--- src/rtl/coe_4x4_fetch_pkg.sv ---
// Shared encodings for the 4x4 coefficient fetch block: plane types, fetch size,
// output-order modes and small index helpers.
package coe_4x4_fetch_pkg;

  localparam logic [1:0] TYPE_V  = 2'd0;
  localparam logic [1:0] TYPE_U  = 2'd1;
  localparam logic [1:0] TYPE_Y  = 2'd2;
  localparam logic [1:0] SIZE_04 = 2'd0;

  typedef enum logic [1:0] {
    MODE_RASTER  = 2'd0,
    MODE_ZQUAD   = 2'd1,
    MODE_TRANS   = 2'd2,
    MODE_RASTER3 = 2'd3
  } mode_e;

  // Plane select 3 is an alias of luma.
  function automatic logic [1:0] sel_to_type(input logic [1:0] sel);
    logic [1:0] t;
    case (sel)
      2'd1:    t = TYPE_U;
      2'd0:    t = TYPE_V;
      default: t = TYPE_Y;
    endcase
    return t;
  endfunction

  // Output position p -> raster source element when walking 2x2 quads in z-order.
  function automatic logic [3:0] zquad_src(input logic [3:0] p);
    return {p[3], p[1], p[2], p[0]};
  endfunction

endpackage

--- src/rtl/coe_4x4_fetch_reorder.sv ---
// Combinational reordering of one raster 4x4 block (element 0 in the MSBs).
// Mode 2 transposes only when COE_FETCH_TRANSPOSE_EN is defined; otherwise it is raster.
module coe_4x4_reorder
  import coe_4x4_fetch_pkg::*;
#(
  parameter int COEFF_WIDTH = 16
) (
  input  logic [16*COEFF_WIDTH-1:0] i_blk,
  input  logic [1:0]                i_mode,
  output logic [16*COEFF_WIDTH-1:0] o_blk
);

  function automatic logic [3:0] src_idx(input logic [1:0] mode, input logic [3:0] p);
    logic [3:0] idx;
    case (mode)
      MODE_ZQUAD: idx = zquad_src(p);
`ifdef COE_FETCH_TRANSPOSE_EN
      MODE_TRANS: idx = {p[1:0], p[3:2]};
`endif
      default:    idx = p;
    endcase
    return idx;
  endfunction

  // Gather each output position from its source element.
  always_comb begin
    o_blk = '0;
    for (int p = 0; p < 16; p++) begin
      o_blk[(15-p)*COEFF_WIDTH +: COEFF_WIDTH] =
        i_blk[(15-int'(src_idx(i_mode, 4'(p))))*COEFF_WIDTH +: COEFF_WIDTH];
    end
  end

endmodule

--- src/rtl/coe_4x4_fetch.sv ---
// Fetches a 4x4 coefficient block per request from a multi-block memory word,
// reorders it and queues it in a 2-entry output FIFO. Option: COE_FETCH_TRANSPOSE_EN.
module coe_4x4_fetch
  import coe_4x4_fetch_pkg::*;
#(
  parameter  int COEFF_WIDTH = 16,
  parameter  int XY_W        = 4,
  parameter  int ROW_BLKS    = 2,
  localparam int ADDR_W      = 2*XY_W+1,
  localparam int WORD_W      = 16*ROW_BLKS*COEFF_WIDTH,
  localparam int BLK_W       = 16*COEFF_WIDTH
) (
  input  logic              clk,
  input  logic              rst_n,
  input  logic              req_valid_i,
  output logic              req_ready_o,
  input  logic [ADDR_W-1:0] req_addr_i,
  input  logic [1:0]        req_sel_i,
  input  logic [1:0]        req_mode_i,
  output logic              rd_ena_o,
  output logic [1:0]        rd_sel_o,
  output logic [1:0]        rd_siz_o,
  output logic [4:0]        rd_idx_o,
  output logic [XY_W-1:0]   rd_4x4_x_o,
  output logic [XY_W-1:0]   rd_4x4_y_o,
  input  logic [WORD_W-1:0] rd_dat_i,
  output logic              out_valid_o,
  input  logic              out_ready_i,
  output logic [BLK_W-1:0]  out_dat_o,
  output logic [XY_W-1:0]   out_x_o,
  output logic [XY_W-1:0]   out_y_o,
  output logic [1:0]        out_sel_o
);

  localparam int EW = BLK_W + 2*XY_W + 2;

  logic [XY_W-1:0] w_x;
  logic [XY_W-1:0] w_y;
  logic            w_unused_msb;
  logic            w_accept;
  logic            w_pop;
  logic [BLK_W-1:0] w_blk;
  logic [BLK_W-1:0] w_reo;
  logic [EW-1:0]   w_new;

  logic            r_rd_vld;
  logic [XY_W-1:0] r_x;
  logic [XY_W-1:0] r_y;
  logic [XY_W-1:0] r_b;
  logic [1:0]      r_sel;
  logic [1:0]      r_mode;
  logic [1:0]      r_count;
  logic [EW-1:0]   r_head;
  logic [EW-1:0]   r_tail;

  assign w_unused_msb = req_addr_i[ADDR_W-1];

  // De-interleave the z-scan address: even bits form x, odd bits form y.
  always_comb begin
    w_x = '0;
    w_y = '0;
    for (int i = 0; i < XY_W; i++) begin
      w_x[i] = req_addr_i[2*i];
      w_y[i] = req_addr_i[2*i+1];
    end
  end

  assign out_valid_o = (r_count != 2'd0);
  assign w_pop       = out_valid_o & out_ready_i;
  assign req_ready_o = (({1'b0, r_count} + {2'b00, r_rd_vld}) < 3'd2) | w_pop;
  assign w_accept    = req_valid_i & req_ready_o;

  assign rd_ena_o   = ~w_accept;
  assign rd_sel_o   = sel_to_type(req_sel_i);
  assign rd_siz_o   = SIZE_04;
  assign rd_idx_o   = 5'd0;
  assign rd_4x4_x_o = w_x;
  assign rd_4x4_y_o = w_y;

  // Capture the block tag and column slot alongside the outstanding read.
  always_ff @(posedge clk or negedge rst_n) begin
    if (!rst_n) begin
      r_rd_vld <= 1'b0;
      r_x      <= '0;
      r_y      <= '0;
      r_b      <= '0;
      r_sel    <= 2'd0;
      r_mode   <= 2'd0;
    end else begin
      r_rd_vld <= w_accept;
      if (w_accept) begin
        r_x    <= w_x;
        r_y    <= w_y;
        r_b    <= w_x & XY_W'(ROW_BLKS-1);
        r_sel  <= sel_to_type(req_sel_i);
        r_mode <= req_mode_i;
      end
    end
  end

  // Extract the addressed 4x4 block from the returned word (rows MSB first).
  always_comb begin
    w_blk = '0;
    for (int r = 0; r < 4; r++) begin
      for (int c = 0; c < 4; c++) begin
        w_blk[(15-(r*4+c))*COEFF_WIDTH +: COEFF_WIDTH] =
          rd_dat_i[WORD_W-1-((r*4*ROW_BLKS)+4*int'(r_b)+c)*COEFF_WIDTH -: COEFF_WIDTH];
      end
    end
  end

  coe_4x4_reorder #(
    .COEFF_WIDTH(COEFF_WIDTH)
  ) u_reorder (
    .i_blk  (w_blk),
    .i_mode (r_mode),
    .o_blk  (w_reo)
  );

  assign w_new = {w_reo, r_x, r_y, r_sel};

  // Two-entry FIFO: head drives the outputs, tail holds the second entry.
  always_ff @(posedge clk or negedge rst_n) begin
    if (!rst_n) begin
      r_count <= 2'd0;
      r_head  <= '0;
      r_tail  <= '0;
    end else begin
      case ({r_rd_vld, w_pop})
        2'b11: begin
          if (r_count == 2'd2) begin
            r_head <= r_tail;
            r_tail <= w_new;
          end else begin
            r_head <= w_new;
          end
        end
        2'b10: begin
          if (r_count == 2'd0) begin
            r_head <= w_new;
          end else begin
            r_tail <= w_new;
          end
        end
        2'b01: begin
          if (r_count == 2'd2) begin
            r_head <= r_tail;
          end
        end
        default: begin
        end
      endcase
      r_count <= r_count + {1'b0, r_rd_vld} - {1'b0, w_pop};
    end
  end

  assign out_dat_o = r_head[EW-1 -: BLK_W];
  assign out_x_o   = r_head[2*XY_W+1 -: XY_W];
  assign out_y_o   = r_head[XY_W+1 -: XY_W];
  assign out_sel_o = r_head[1:0];

endmodule

--- config.mk ---
export PLATFORM = sky130hd
export DESIGN_NAME = coe_4x4_fetch
export DESIGN_NICKNAME = d
export VERILOG_FILES = /design/src/rtl/coe_4x4_fetch_pkg.sv /design/src/rtl/coe_4x4_fetch_reorder.sv /design/src/rtl/coe_4x4_fetch.sv
export SDC_FILE = /design/constraint.sdc
export NUM_CORES = 1
export LEC_CHECK = 0
export ABC_AREA = 1
export BUFFER_PORTS_ARGS = -buffer_cell sky130_fd_sc_hd__clkbuf_2
export CAP_MARGIN = 30
export CORE_AREA = 5 5 317 319
export CTS_CLUSTER_SIZE = 28
export DETAILED_ROUTE_END_ITERATION = 8
export DIE_AREA = 0 0 322 324
export GPL_TIMING_DRIVEN = 0
export PLACE_DENSITY = 0.52
export SETUP_SLACK_MARGIN = 0.05
export SYNTH_ARGS = -nofsm -noshare
export SYNTH_HDL_FRONTEND = slang
export SYNTH_SLANG_ARGS = --single-unit
--- constraint.sdc ---
create_clock -name clk -period 2.15 [get_ports clk]
set_clock_uncertainty 0.1 [all_clocks]
set_input_delay 0 -clock clk [delete_from_list [all_inputs] [get_ports clk]]
set_output_delay 0 -clock clk [all_outputs]
set_load 0.05 [all_outputs]
-- Word level (Yosys, flattened, before mapping)
Index checks and enable logic that the tools add are counted.
- add/subtract/negate cells: 42
- multipliers: 0
- divide/modulo/power cells: 0
- order comparisons: 1
- eq/ne operators: 10
- shifts and indexed selects: 24
- mux-type cells: 16
- bitwise operators: 4
- reduce and logical (&&, ||, !) cells: 7
- operators with widths (cell ; number):
    527-bit by 32-bit variable part select with 16-bit output ; 9
    527-bit by 10-bit variable part select with 16-bit output ; 4
    256-bit by 32-bit variable part select with 16-bit output ; 7
    266-bit two-way mux ; 5
    527-bit by 12-bit variable part select with 16-bit output ; 2
    266-bit one-hot mux with 3 select lines ; 1
    266-bit one-hot mux with 2 select lines ; 1
    527-bit by 11-bit variable part select with 16-bit output ; 1
    10-bit by 32-bit subtractor with 32-bit output, first input constant ; 9
    256-bit by 9-bit variable part select with 16-bit output ; 1
    28-bit by 2-bit adder with 28-bit output, second input constant ; 3
    28-bit by 3-bit adder with 28-bit output, second input constant ; 3
    4-bit by 4-bit subtractor with 5-bit output, first input constant ; 7
    9-bit by 8-bit subtractor with 10-bit output, first input constant ; 3
    3-bit two-way mux ; 8
    9-bit by 11-bit subtractor with 12-bit output, first input constant ; 2
    6-bit by 2-bit adder with 7-bit output, second input constant ; 2
    5-bit by 3-bit adder with 6-bit output, first input constant ; 2
    9-bit by 10-bit subtractor with 11-bit output, first input constant ; 1
    9-bit by 7-bit subtractor with 10-bit output, first input constant ; 1
    3-bit by 2-bit adder with 4-bit output, second input constant ; 2
    2-bit inequality test, second input constant ; 4
    5-bit by 2-bit adder with 6-bit output, second input constant ; 1
    2-bit by 1-bit == test with 1-bit output, second input constant ; 3
    16 further kinds ; 22
- flip-flop bits (word level): 548
- bits in latches: 0
- RAM bits: 0
- memory bits (read-only): 0
- input port bits: 529
- output and inout bits: 286
- logic and storage cells: 113
- memories kept: 0

-- Depth between registers and ports, before layout
- depth in word-level cells: 7
- gate-level depth with buffers: 11
- mapped depth without buffers: 7

-- By module
A second synthesis with hierarchy kept.
- cells, all modules: 6140
- area, all modules: 37878.8 um^2
- modules (own cells, without submodules) (module ; instances ; cells each ; area an instance (um^2)):
    coe_4x4_fetch ; 1 ; 5584 ; 35004.8
    coe_4x4_reorder ; 1 ; 556 ; 2874.0

-- Worst setup path after synthesis
No wires, ideal clock.
- path kind: register -> register
- from: register r_rd_vld
- to: register r_mode[0]
- library setup time: 116 ps
- arrival time: 2034 ps
- required time: 1934 ps
- path slack: -101 ps
- cell stages (with the launch flop): 6
- path buffers: 1
- clock period less this slack: 2251 ps
- path through: dfrtp_1 o211ai_1 nand2_1 buf_2 nand2_1 nand2_1
- longest elaborated chain between the ends: 4
- ends and longest elaborated chain (element ; RTL line ; RTL):
    from (decl) ; coe_4x4_fetch.sv:46 ; logic r_rd_vld;
    from (signal assigned) ; coe_4x4_fetch.sv:90 ; r_rd_vld <= w_accept;
    2-bit by 1-bit adder with 3-bit output ; coe_4x4_fetch.sv:70 ; assign req_ready_o = (({1'b0, r_count} + {2'b00, r_rd_vld}) < 3'd2) | w_pop;
    3-bit by 2-bit < comparator with 1-bit output ; coe_4x4_fetch.sv:70 ;
    1-bit OR ; coe_4x4_fetch.sv:70 ;
    net req_ready_o ; coe_4x4_fetch.sv:16 ; output logic req_ready_o,
    1-bit AND ; coe_4x4_fetch.sv:71 ; assign w_accept = req_valid_i & req_ready_o;
    to (signal assigned) ; coe_4x4_fetch.sv:96 ; r_mode <= req_mode_i;
    to (decl) ; coe_4x4_fetch.sv:51 ; logic [1:0] r_mode;
The timed path passes the listed nets, and every way through them passes these cells.
A chain may end at the register's enable or synchronous reset.

==> metrics <==
syn avg cell area=~7 sq um; Worst Path Arrival=2.44 ns; TritonCTS Buffers=70; NumNets Final=6044; maximum VDD drop=between 0.8 and 0.9 mV; Flop pwr share=26.7%; grt total ovfl=0; DR pass1 iterations=6; clock root buffer=clkbuf_16; GR Util met3=4.97%; layout overhead on the synthesized area=50.5%; worst min-delay path category=in2async; Seq/Total Area, Yosys=47.8%; Die W=322 um; final wirelength=between 100 and 150 mm; post-synth design cell area=0.0286 sq mm; synthesized-area fraction occupied by and/or/nand/nor cells=34.6%; per-cell routed wire length=19.9 um; slew margin rel.=between 50 and 60%; Total GRT Usage=25.0%; Worst Path Max Fanout=10; Syn. warnings=0; Post-Place Cell Area=0.0344 sq mm; DRC errors left=0; RSZ-0062 raised after global routing=true; CP Class=reg2reg; CTS sink cnt=547; status=finished, violations left; grt met1 use=31.1%; initial antenna violation count=8; Core Area=slightly below 0.1 sq mm; min cycle time layout=2.04 ns; Worst Setup Start Kind=flip-flop; first-pass GRT wire length=~200 mm; Synth area leader=dfrtp_1; Logic pwr share=a little under three fifths; count leader, synth=nand2_1; FF-to-FF Start=r_x[0]; P_int=32.8 mW; I/O Buffers=between 800 and 900; maxcap violations=0; # IOs=815; site row count=around 120; crit share post-route=95.0%; post-route ant nets=0; Synth area leaders=dfrtp_1 48%, nand2_1 23%, nand3_1 12%, o21ai_0 6.8%, inv_1 5.4%; Vias/cell=4.74; Synth Area in Compound Gates=7.02%; Die Ht=approximately 320 um; failing checks=hold timing; Hold Buf Count CTS=541; distinct cell type count after synthesis=21; vias=32500; final hold vios=241; FMAX=490 MHz; Post-synth EDFFs=0; Final setup violation count=0; Iter 0 DRT Violations=2545; worst skew pair latency=0.62 ns; top cells by count, synth=1745 x nand2_1, 660 x nand3_1, 547 x dfrtp_1; CP required=2.55 ns; TritonCTS clock tree=built; multiplexer share of the synthesized area=0%; Synth Area in Adders=0.0437%; largest net degree at the start of global routing=107; Post-synth ARST share=100%; DIE AREA=approximately 0.10 sq mm; CTS Buffer Depth=3; DP Wirelength=97.4 mm; leak pwr=23.4 nW; hold slack=-0.223 ns; synthesis-stage register bit count=547; switching pwr=approximately 35 mW; worst slew pin tran=0.628 ns; largest family of logic cells by synthesized area=simple AND/OR/NAND/NOR gates; Synth Area in XOR/XNOR=less than 1%; Starting Density=between 20% and 30%; CTS HTree Levels=3; Clock power frac=17.4%; vias in the first global route=between 30000 and 40000; Gate Count Post-Synth=4068; pwr dens=roughly 1600 mW/mm^2; Final Cell Area=0.0431 sq mm; R2R Path End=r_head[154]; RD Place Congestion=0.878; top cell type's share of synthesized area=between 40% and 50%; Most used DFF post-synth=dfrtp_1; Final Max Slew Viols=0; met2 Usage GRT=42.1%; GR peak layer=met2; fraction of layout instances using a drive strength above 1=22.4%; clock-pin slew on the worst setup and hold paths=around 0.06 ns; flop2flop setup slack=roughly 0.11 ns; switching share of power=52.0%; CP startpoint=r_x[0]; CP Capture Type=flip-flop; reg2reg path depth=8
==> through the flow <==
stage	setup WS, ns	std cells	utilization [%]	total power, mW	TNS (ns)
after floorplan	0.0691	4074	-	42.0	0
after global placement	-12.96	6167	35.1	54.3	-7277.02
after detailed placement	-0.865	6173	35.3	54.6	-232.46
after CTS	0.0176	6844	43.8	68.3	0
after global routing	0.0284	6853	44.1	73.0	0
final	0.108	6858	44.1	68.2	0
==> worst max-delay path by stage <==
stage / endpoint / slack, ns / cells past startpoint
after floorplan: r_mode[0] / 0.07 / 6
after global placement: r_tail[180] / -12.96 / 1
after detailed placement: r_head[234] / -0.87 / 9
after CTS: r_head[170] / 0.02 / 8
after global routing: r_head[40] / 0.03 / 7
final: r_head[154] / 0.11 / 8
==> cell usage in the layout (no fill, tap or decap), drive strengths merged <==
master	netlist	final
inv	415	417
dfrtp	547	547
xnor2	1	1
nor2	5	5
bufinv	0	3
nand2	1745	1745
clkinvlp	0	3
conb	1	7
clkinv	0	13
ha	1	1
a21oi	2	2
o211ai	1	1
o21ai	397	397
buf	183	190
nand3	661	661
dlygate4sd3	0	535
diode	0	7
bufbuf	0	1
clkbuf	109	1035
==> flip-flops by register name, indices dropped and copies added, names as in the netlist <==
register	cells
r_y	4
r_count	2
r_rd_vld	1
r_sel	2
r_tail	266
r_mode	2
r_x	4
r_head	266
==> kinds of logic (layout without fill, tap and decap cells) <==
kind of cell / count (synthesis) / in the layout
AOI/OAI and AO/OA: 400 / 400
xor gates and xnor gates: 1 / 1
DFF: 547 / 547
adders and majority gates: 1 / 1
other: 1 / 14
and+or+nand+nor: 2411 / 2411
buffers and inverters: 707 / 2197
==> critical path, stage by stage (launching register included) <==
cell and delay, ns:
dfrtp_1 0.39, buf_12 0.14, buf_12 0.14, buf_4 0.19, clkbuf_1 0.21, o21ai_0 0.43
nand3_1 0.12, nand3_1 0.12, nand2_1 0.06
==> power by group through the flow <==
stage | combinational, mW | clock (mW) | sequential, mW
after floorplan | 15.5 | 0 | 26.5
after global placement | 36.1 | 0 | 18.2
after detailed placement | 36.3 | 0 | 18.3
after CTS | 37.9 | 12.2 | 18.2
after global routing | 41.7 | 12.5 | 18.8
final | 38.2 | 11.9 | 18.2
==> final cells by class <==
cell class	count	area [sq um]
sequential	547	13700
tap	1287	1610
clock inverter	21	265
fill	9844	54500
buffer	291	1900
timing repair buffer	1369	9880
inverter	415	1560
multi-input combinational	2820	12100
antenna	7	17.5
clock buffer	101	2040
==> metal layers <==
layer,wire [um],vias to the layer above
li1,-,15600
met4,7050,0
met1,56300,15300
met5,0,-
met2,64300,1281
met3,8620,354
==> timing repair <==
action / 4_1_cts / 5_1_grt
hold endpoints to repair: 768 / 241
setup buffers: 7 / 8
setup endpoints to repair: 535 / 510
cloned: 1 / 0
resized for setup: 168 / 165
pin swaps: 2 / 6
Power figures use the tool's default switching activity.
